File: src/rtl/al4s3b_wb_initiator_if.sv
// Wishbone register-bus signal bundle shared by the initiator and its responder.
// Signal names follow the fabric register IP's WBs_* naming.
interface al4s3b_wb_initiator_if #(
  parameter int unsigned APERWIDTH = 17,
  parameter int unsigned DATAWIDTH = 32
);
  localparam int unsigned StbW = DATAWIDTH / 8;

  logic [APERWIDTH-1:0] WBs_ADR;
  logic                 WBs_CYC;
  logic                 WBs_STB;
  logic                 WBs_WE;
  logic                 WBs_RD;
  logic [StbW-1:0]      WBs_BYTE_STB;
  logic [DATAWIDTH-1:0] WBs_WR_DAT;
  logic [DATAWIDTH-1:0] WBs_RD_DAT;
  logic                 WBs_ACK;

  modport master (
    output WBs_ADR, WBs_CYC, WBs_STB, WBs_WE, WBs_RD, WBs_BYTE_STB, WBs_WR_DAT,
    input  WBs_RD_DAT, WBs_ACK
  );

  modport slave (
    input  WBs_ADR, WBs_CYC, WBs_STB, WBs_WE, WBs_RD, WBs_BYTE_STB, WBs_WR_DAT,
    output WBs_RD_DAT, WBs_ACK
  );
endinterface

File: src/rtl/al4s3b_wb_initiator.sv
// Single-outstanding Wishbone initiator: command/response stream to WBs_* bus cycles.
// Define AL4S3B_WB_INITIATOR_TIMEOUT_EN to compile in the no-ACK watchdog.
module al4s3b_wb_initiator #(
  parameter int unsigned          APERWIDTH          = 17,
  parameter int unsigned          DATAWIDTH          = 32,
  parameter int unsigned          TIMEOUT_CYCLES     = 16,
  parameter int unsigned          TIMEOUT_WIDTH      = 5,
  parameter logic [DATAWIDTH-1:0] DEFAULT_READ_VALUE = 32'hBADFABAC
) (
  input  logic                     WB_CLK,
  input  logic                     WB_RST,
  input  logic                     cmd_valid,
  output logic                     cmd_ready,
  input  logic                     cmd_we,
  input  logic [APERWIDTH-1:0]     cmd_adr,
  input  logic [DATAWIDTH/8-1:0]   cmd_byte_stb,
  input  logic [DATAWIDTH-1:0]     cmd_wr_dat,
  output logic                     rsp_valid,
  input  logic                     rsp_ready,
  output logic [DATAWIDTH-1:0]     rsp_rd_dat,
  output logic                     rsp_err,
  output logic                     busy,
  al4s3b_wb_initiator_if.master    wb
);

  localparam int unsigned StbW = DATAWIDTH / 8;

  typedef enum logic [1:0] {StIdle, StBus, StResp} state_e;

  state_e               state_q, state_d;
  logic [APERWIDTH-1:0] adr_q, adr_d;
  logic [DATAWIDTH-1:0] wr_dat_q, wr_dat_d;
  logic [StbW-1:0]      byte_stb_q, byte_stb_d;
  logic                 cyc_q, cyc_d;
  logic                 wb_we_q, wb_we_d;
  logic                 wb_rd_q, wb_rd_d;
  logic                 cmd_ready_q, cmd_ready_d;
  logic                 rsp_valid_q, rsp_valid_d;
  logic [DATAWIDTH-1:0] rsp_rd_dat_q, rsp_rd_dat_d;
  logic                 busy_q, busy_d;
`ifdef AL4S3B_WB_INITIATOR_TIMEOUT_EN
  logic                     rsp_err_q, rsp_err_d;
  logic [TIMEOUT_WIDTH-1:0] cnt_q, cnt_d;
`endif

  always_comb begin
    state_d      = state_q;
    adr_d        = adr_q;
    wr_dat_d     = wr_dat_q;
    byte_stb_d   = byte_stb_q;
    cyc_d        = cyc_q;
    wb_we_d      = wb_we_q;
    wb_rd_d      = wb_rd_q;
    cmd_ready_d  = cmd_ready_q;
    rsp_valid_d  = rsp_valid_q;
    rsp_rd_dat_d = rsp_rd_dat_q;
    busy_d       = busy_q;
`ifdef AL4S3B_WB_INITIATOR_TIMEOUT_EN
    rsp_err_d    = rsp_err_q;
    cnt_d        = cnt_q;
`endif

    unique case (state_q)
      StIdle: begin
        if (cmd_valid) begin
          state_d     = StBus;
          adr_d       = cmd_adr;
          wr_dat_d    = cmd_wr_dat;
          byte_stb_d  = cmd_we ? cmd_byte_stb : {StbW{1'b1}};
          cyc_d       = 1'b1;
          wb_we_d     = cmd_we;
          wb_rd_d     = ~cmd_we;
          cmd_ready_d = 1'b0;
          busy_d      = 1'b1;
`ifdef AL4S3B_WB_INITIATOR_TIMEOUT_EN
          cnt_d       = '0;
`endif
        end
      end
      StBus: begin
        if (wb.WBs_ACK) begin
          state_d      = StResp;
          cyc_d        = 1'b0;
          wb_we_d      = 1'b0;
          wb_rd_d      = 1'b0;
          byte_stb_d   = '0;
          rsp_valid_d  = 1'b1;
          rsp_rd_dat_d = wb_we_q ? '0 : wb.WBs_RD_DAT;
`ifdef AL4S3B_WB_INITIATOR_TIMEOUT_EN
          rsp_err_d    = 1'b0;
        end else if (cnt_q == TIMEOUT_WIDTH'(TIMEOUT_CYCLES - 1)) begin
          // Last allowed BUS cycle passed without ACK: abort the cycle.
          state_d      = StResp;
          cyc_d        = 1'b0;
          wb_we_d      = 1'b0;
          wb_rd_d      = 1'b0;
          byte_stb_d   = '0;
          rsp_valid_d  = 1'b1;
          rsp_rd_dat_d = DEFAULT_READ_VALUE;
          rsp_err_d    = 1'b1;
        end else begin
          cnt_d = cnt_q + 1'b1;
`endif
        end
      end
      StResp: begin
        if (rsp_ready) begin
          state_d     = StIdle;
          rsp_valid_d = 1'b0;
          cmd_ready_d = 1'b1;
          busy_d      = 1'b0;
        end
      end
      default: begin
        state_d     = StIdle;
        cyc_d       = 1'b0;
        wb_we_d     = 1'b0;
        wb_rd_d     = 1'b0;
        byte_stb_d  = '0;
        rsp_valid_d = 1'b0;
        cmd_ready_d = 1'b1;
        busy_d      = 1'b0;
      end
    endcase
  end

  always_ff @(posedge WB_CLK) begin
    if (WB_RST) begin
      state_q      <= StIdle;
      adr_q        <= '0;
      wr_dat_q     <= '0;
      byte_stb_q   <= '0;
      cyc_q        <= 1'b0;
      wb_we_q      <= 1'b0;
      wb_rd_q      <= 1'b0;
      cmd_ready_q  <= 1'b1;
      rsp_valid_q  <= 1'b0;
      rsp_rd_dat_q <= '0;
      busy_q       <= 1'b0;
`ifdef AL4S3B_WB_INITIATOR_TIMEOUT_EN
      rsp_err_q    <= 1'b0;
      cnt_q        <= '0;
`endif
    end else begin
      state_q      <= state_d;
      adr_q        <= adr_d;
      wr_dat_q     <= wr_dat_d;
      byte_stb_q   <= byte_stb_d;
      cyc_q        <= cyc_d;
      wb_we_q      <= wb_we_d;
      wb_rd_q      <= wb_rd_d;
      cmd_ready_q  <= cmd_ready_d;
      rsp_valid_q  <= rsp_valid_d;
      rsp_rd_dat_q <= rsp_rd_dat_d;
      busy_q       <= busy_d;
`ifdef AL4S3B_WB_INITIATOR_TIMEOUT_EN
      rsp_err_q    <= rsp_err_d;
      cnt_q        <= cnt_d;
`endif
    end
  end

  assign cmd_ready       = cmd_ready_q;
  assign rsp_valid       = rsp_valid_q;
  assign rsp_rd_dat      = rsp_rd_dat_q;
  assign busy            = busy_q;
`ifdef AL4S3B_WB_INITIATOR_TIMEOUT_EN
  assign rsp_err         = rsp_err_q;
`else
  assign rsp_err         = 1'b0;
`endif

  assign wb.WBs_ADR      = adr_q;
  assign wb.WBs_WR_DAT   = wr_dat_q;
  assign wb.WBs_BYTE_STB = byte_stb_q;
  assign wb.WBs_CYC      = cyc_q;
  assign wb.WBs_STB      = cyc_q;
  assign wb.WBs_WE       = wb_we_q;
  assign wb.WBs_RD       = wb_rd_q;

endmodule

File: src/flat_wrapper.sv
// flat-port wrapper written by rule: the top's interface ports become plain ports
module al4s3b_wb_initiator_flat 
#(
  parameter int unsigned          APERWIDTH          = 17,
  parameter int unsigned          DATAWIDTH          = 32,
  parameter int unsigned          TIMEOUT_CYCLES     = 16,
  parameter int unsigned          TIMEOUT_WIDTH      = 5,
  parameter logic [DATAWIDTH-1:0] DEFAULT_READ_VALUE = 32'hBADFABAC
)
  (WB_CLK, WB_RST, cmd_valid, cmd_ready, cmd_we, cmd_adr, cmd_byte_stb, cmd_wr_dat, rsp_valid, rsp_ready, rsp_rd_dat, rsp_err, busy, wb_WBs_ADR, wb_WBs_CYC, wb_WBs_STB, wb_WBs_WE, wb_WBs_RD, wb_WBs_BYTE_STB, wb_WBs_WR_DAT, wb_WBs_RD_DAT, wb_WBs_ACK);
  al4s3b_wb_initiator_if #(.APERWIDTH(APERWIDTH), .DATAWIDTH(DATAWIDTH)) wb_i ();
  input  logic WB_CLK;
  input  logic WB_RST;
  input  logic cmd_valid;
  output logic cmd_ready;
  input  logic cmd_we;
  input  logic [APERWIDTH-1:0] cmd_adr;
  input  logic [DATAWIDTH/8-1:0] cmd_byte_stb;
  input  logic [DATAWIDTH-1:0] cmd_wr_dat;
  output logic rsp_valid;
  input  logic rsp_ready;
  output logic [DATAWIDTH-1:0] rsp_rd_dat;
  output logic rsp_err;
  output logic busy;
  output wire logic [$bits(wb_i.WBs_ADR)-1:0] wb_WBs_ADR;
  output wire logic [$bits(wb_i.WBs_CYC)-1:0] wb_WBs_CYC;
  output wire logic [$bits(wb_i.WBs_STB)-1:0] wb_WBs_STB;
  output wire logic [$bits(wb_i.WBs_WE)-1:0] wb_WBs_WE;
  output wire logic [$bits(wb_i.WBs_RD)-1:0] wb_WBs_RD;
  output wire logic [$bits(wb_i.WBs_BYTE_STB)-1:0] wb_WBs_BYTE_STB;
  output wire logic [$bits(wb_i.WBs_WR_DAT)-1:0] wb_WBs_WR_DAT;
  input wire logic [$bits(wb_i.WBs_RD_DAT)-1:0] wb_WBs_RD_DAT;
  input wire logic [$bits(wb_i.WBs_ACK)-1:0] wb_WBs_ACK;
  assign wb_WBs_ADR = wb_i.WBs_ADR;
  assign wb_WBs_CYC = wb_i.WBs_CYC;
  assign wb_WBs_STB = wb_i.WBs_STB;
  assign wb_WBs_WE = wb_i.WBs_WE;
  assign wb_WBs_RD = wb_i.WBs_RD;
  assign wb_WBs_BYTE_STB = wb_i.WBs_BYTE_STB;
  assign wb_WBs_WR_DAT = wb_i.WBs_WR_DAT;
  assign wb_i.WBs_RD_DAT = wb_WBs_RD_DAT;
  assign wb_i.WBs_ACK = wb_WBs_ACK;
  al4s3b_wb_initiator #(.APERWIDTH(APERWIDTH), .DATAWIDTH(DATAWIDTH), .TIMEOUT_CYCLES(TIMEOUT_CYCLES), .TIMEOUT_WIDTH(TIMEOUT_WIDTH), .DEFAULT_READ_VALUE(DEFAULT_READ_VALUE)) u_core (.WB_CLK(WB_CLK), .WB_RST(WB_RST), .cmd_valid(cmd_valid), .cmd_ready(cmd_ready), .cmd_we(cmd_we), .cmd_adr(cmd_adr), .cmd_byte_stb(cmd_byte_stb), .cmd_wr_dat(cmd_wr_dat), .rsp_valid(rsp_valid), .rsp_ready(rsp_ready), .rsp_rd_dat(rsp_rd_dat), .rsp_err(rsp_err), .busy(busy), .wb(wb_i));
endmodule
File: config.mk
export PLATFORM = sky130hd
export DESIGN_NAME = al4s3b_wb_initiator_flat
export DESIGN_NICKNAME = d
export VERILOG_FILES = /design/src/rtl/al4s3b_wb_initiator_if.sv /design/src/rtl/al4s3b_wb_initiator.sv /design/src/flat_wrapper.sv
export SDC_FILE = /design/constraint.sdc
export NUM_CORES = 1
export LEC_CHECK = 0
export ABC_AREA = 1
export BUFFER_PORTS_ARGS = -buffer_cell sky130_fd_sc_hd__buf_2
export CAP_MARGIN = 20
export CELL_PAD_IN_SITES_DETAIL_PLACEMENT = 1
export CELL_PAD_IN_SITES_GLOBAL_PLACEMENT = 2
export CORE_UTILIZATION = 25
export DETAILED_ROUTE_END_ITERATION = 6
export PLACE_DENSITY_LB_ADDON = 0.05
export REMOVE_ABC_BUFFERS = 1
export SLEW_MARGIN = 20
export SYNTH_ARGS = -nofsm -noshare
export SYNTH_HDL_FRONTEND = slang
export SYNTH_SLANG_ARGS = --single-unit
File: constraint.sdc
create_clock -name WB_CLK -period 3 [get_ports WB_CLK]
set_input_delay 0.15 -clock WB_CLK [delete_from_list [all_inputs] [get_ports WB_CLK]]
set_output_delay 0.15 -clock WB_CLK [all_outputs]
set_load 0.05 [all_outputs]
==> flow_metrics.tcl <==
set metrics [dict create \
    die_area_um2 14400 \
    chipWidth_um 120 \
    drt-met1-wl_um 4940 \
    cts-buffers-inserted 9 \
    crit_path_end_kind "flip-flop" \
    viasPerCell 4.40 \
    fill_cells 1666 \
    avgRoutedWirePerCell_um 14.3 \
    clk_latency_ns 0.34 \
    antenna_left 0 \
    maxSlewHeadroom_pct 35.4 \
    dr.pass1.iters 4 \
    critPathKind "reg2reg" \
    yosysSeqAreaShare_pct 53.6 \
    wl_met2_um 5090 \
    finClkSkew_ns 0.00584 \
    finalWeightedCongestion 0.679 \
    final_common_cell "buf_2" \
    max_cap_viol_count 0 \
    h-tree-depth 3 \
    cp_max_fo 35 \
    row_count 42 \
    hold_path.class "in2reg" \
    cts_tree "yes" \
    rsz0062_at_grt "false" \
    period_share_pct 60.9 \
    synthesis.area_um2 3470 \
    holdWs_ns 0.0266 \
    layout-drive-gt1-share_pct 35.7 \
    cts_setup_buffers 0 \
    synth_cell_types 20 \
    die_h_um 120 \
    worstPathRequired_ns 3.27 \
    hold_viol_final 0 \
    io_buffers 182 \
    diodes 0 \
    startpoint_type "flip-flop" \
    grt_max_degree 56 \
    maxSlewViolCount 0 \
    vias 3363 \
    synthCells 418 \
    fin_nets 674 \
    setup_viol 0 \
    io_pins 184 \
    synth.avg_cell_area_um2 8.31 \
    cts.path.max_buffers 2 \
    drtIter0Drc 145 \
    drc_errors 0 \
    dp_hpwl_um 7250 \
    cp_data_arrival_time_ns 2.10 \
    pwr_density_cell_nw_per_um2 674 \
    p_total_w 0.00317 \
    gr-total-overflow 0 \
    ys_seq_elements 93 \
    timing.fmax_mhz 547 \
    p_leak_nw 2.24 \
    period_minus_slack_ns 1.83 \
    worstMarginPinSlew_ns 0.967 \
    cts.sinks 93 \
    clk_pin_slew_ns 0.06 \
    antenna_found_initial 0 \
    areaGrowthSynthToFinish_pct 35.5 \
    core_area_um2 13400 \
    async_flop_share_pct 0 \
    grt_pass1_vias 3397 \
    grt_pass1_wl_um 17200 \
    clockRootBuffer "clkbuf_16" \
    synth_edf_count 0 \
    route.met3.wl_um 845 \
    ys.flop_type "dfxtp_1" \
    ctsResizeCount 0 \
    grt_usage_pct 15.4 \
    initial_core_util_pct 25.9 \
    peakVddDrop_mv 0.203 \
    layout_common_cells "buf_2 (182), nor2_1 (99), dfxtp_1 (93), o21ai_1 (48), nand2_1 (45)" \
    utilization_pct 35.1 \
    outcome "complete, no violations" \
    setup-tns-final_ns 0 \
    routed_wl_um 11000 \
    maxUsedRoutingLayer "met4" \
    ys_warn_count 0 \
    hold_buffers 0 \
]
## per-layer routing
metal / vias up / GRT usage, %
li1: 1687 / -
met1: 1551 / 18.4
met2: 119 / 24.8
met3: 6 / 6.08
met4: 0 / 5.63
met5: - / 0
## cell families (layout without fill, tap and decap cells)
group                  count (synthesis)  after routing  synth area share [%]
buffers and inverters                 42            212                  7.42
DFF                                   93             93                  53.6
AOI/OAI and AO/OA                     99             99                  14.6
other                                  1              1                 0.108
and+or+nand+nor                      183            183                  24.2
## area by class of cell
class,instances,area [µm²],share of cell area (%)
sequential,93,1860,39.6
inverter,10,37.5,0.798
timing repair buffer,186,941,20.0
clock buffer,16,292,6.20
tap,176,220,4.68
multi-input combinational,283,1350,28.8
## flip-flops by register name (all words and copies together) (netlist names), 2 cells and up
name                    flops
u_core.rsp_rd_dat          32
u_core.wb.WBs_ADR          17
u_core.wb.WBs_BYTE_STB      4
u_core.wb.WBs_WR_DAT       32
u_core.state_q              2
## power breakdown
part | switching [W] | internal, W | total, W
Combinational | 0.000509 | 0.000171 | 0.000680
Clock | 0.000466 | 0.000655 | 0.00112
Sequential | 0.0000487 | 0.00132 | 0.00137
## worst paths after layout
check | start | end | slack [ns] | cells after the start
setup reg to reg | u_core.state_q[0] | u_core.rsp_rd_dat[25] | 1.17 | 4
hold reg to reg | u_core.cmd_ready | u_core.cmd_ready | 0.45 | 2
hold / removal | cmd_adr[7] | u_core.wb.WBs_ADR[7] | 0.03 | 3
setup / recovery | u_core.state_q[0] | u_core.rsp_rd_dat[25] | 1.17 | 4
## synth_stat cells (2+ instances only)
master | count | area, µm²
o21ai_1 | 48 | 240
inv_1 | 6 | 22.5
a21oi_1 | 41 | 205
inv_2 | 4 | 15.0
buf_6 | 9 | 101
buf_4 | 7 | 52.6
a21oi_2 | 2 | 17.5
o21ai_0 | 6 | 30.0
buf_2 | 5 | 25.0
nand2_1 | 45 | 169
dfxtp_1 | 93 | 1860
clkbuf_1 | 11 | 41.3
nand2_2 | 3 | 18.8
nand3b_1 | 33 | 248
nor2_1 | 99 | 372
o21bai_1 | 2 | 15.0
## critical path, stage by stage (launching register included)
cell,delay (ns)
dfxtp_1,0.44
nand3_4,0.39
inv_2,0.61
nand3b_1,0.16
a21oi_1,0.14
## through the flow
stage | cell area (µm²) | setup slack, ns | std cells
after global placement | 4410 | 1.20 | 748
after CTS | 4700 | 1.12 | 764
final | 4700 | 1.17 | 764
after floorplan | 3250 | 1.01 | 386
after global routing | 4700 | 0.922 | 764
after detailed placement | 4410 | 1.14 | 748
Power figures use the tool's default switching activity.
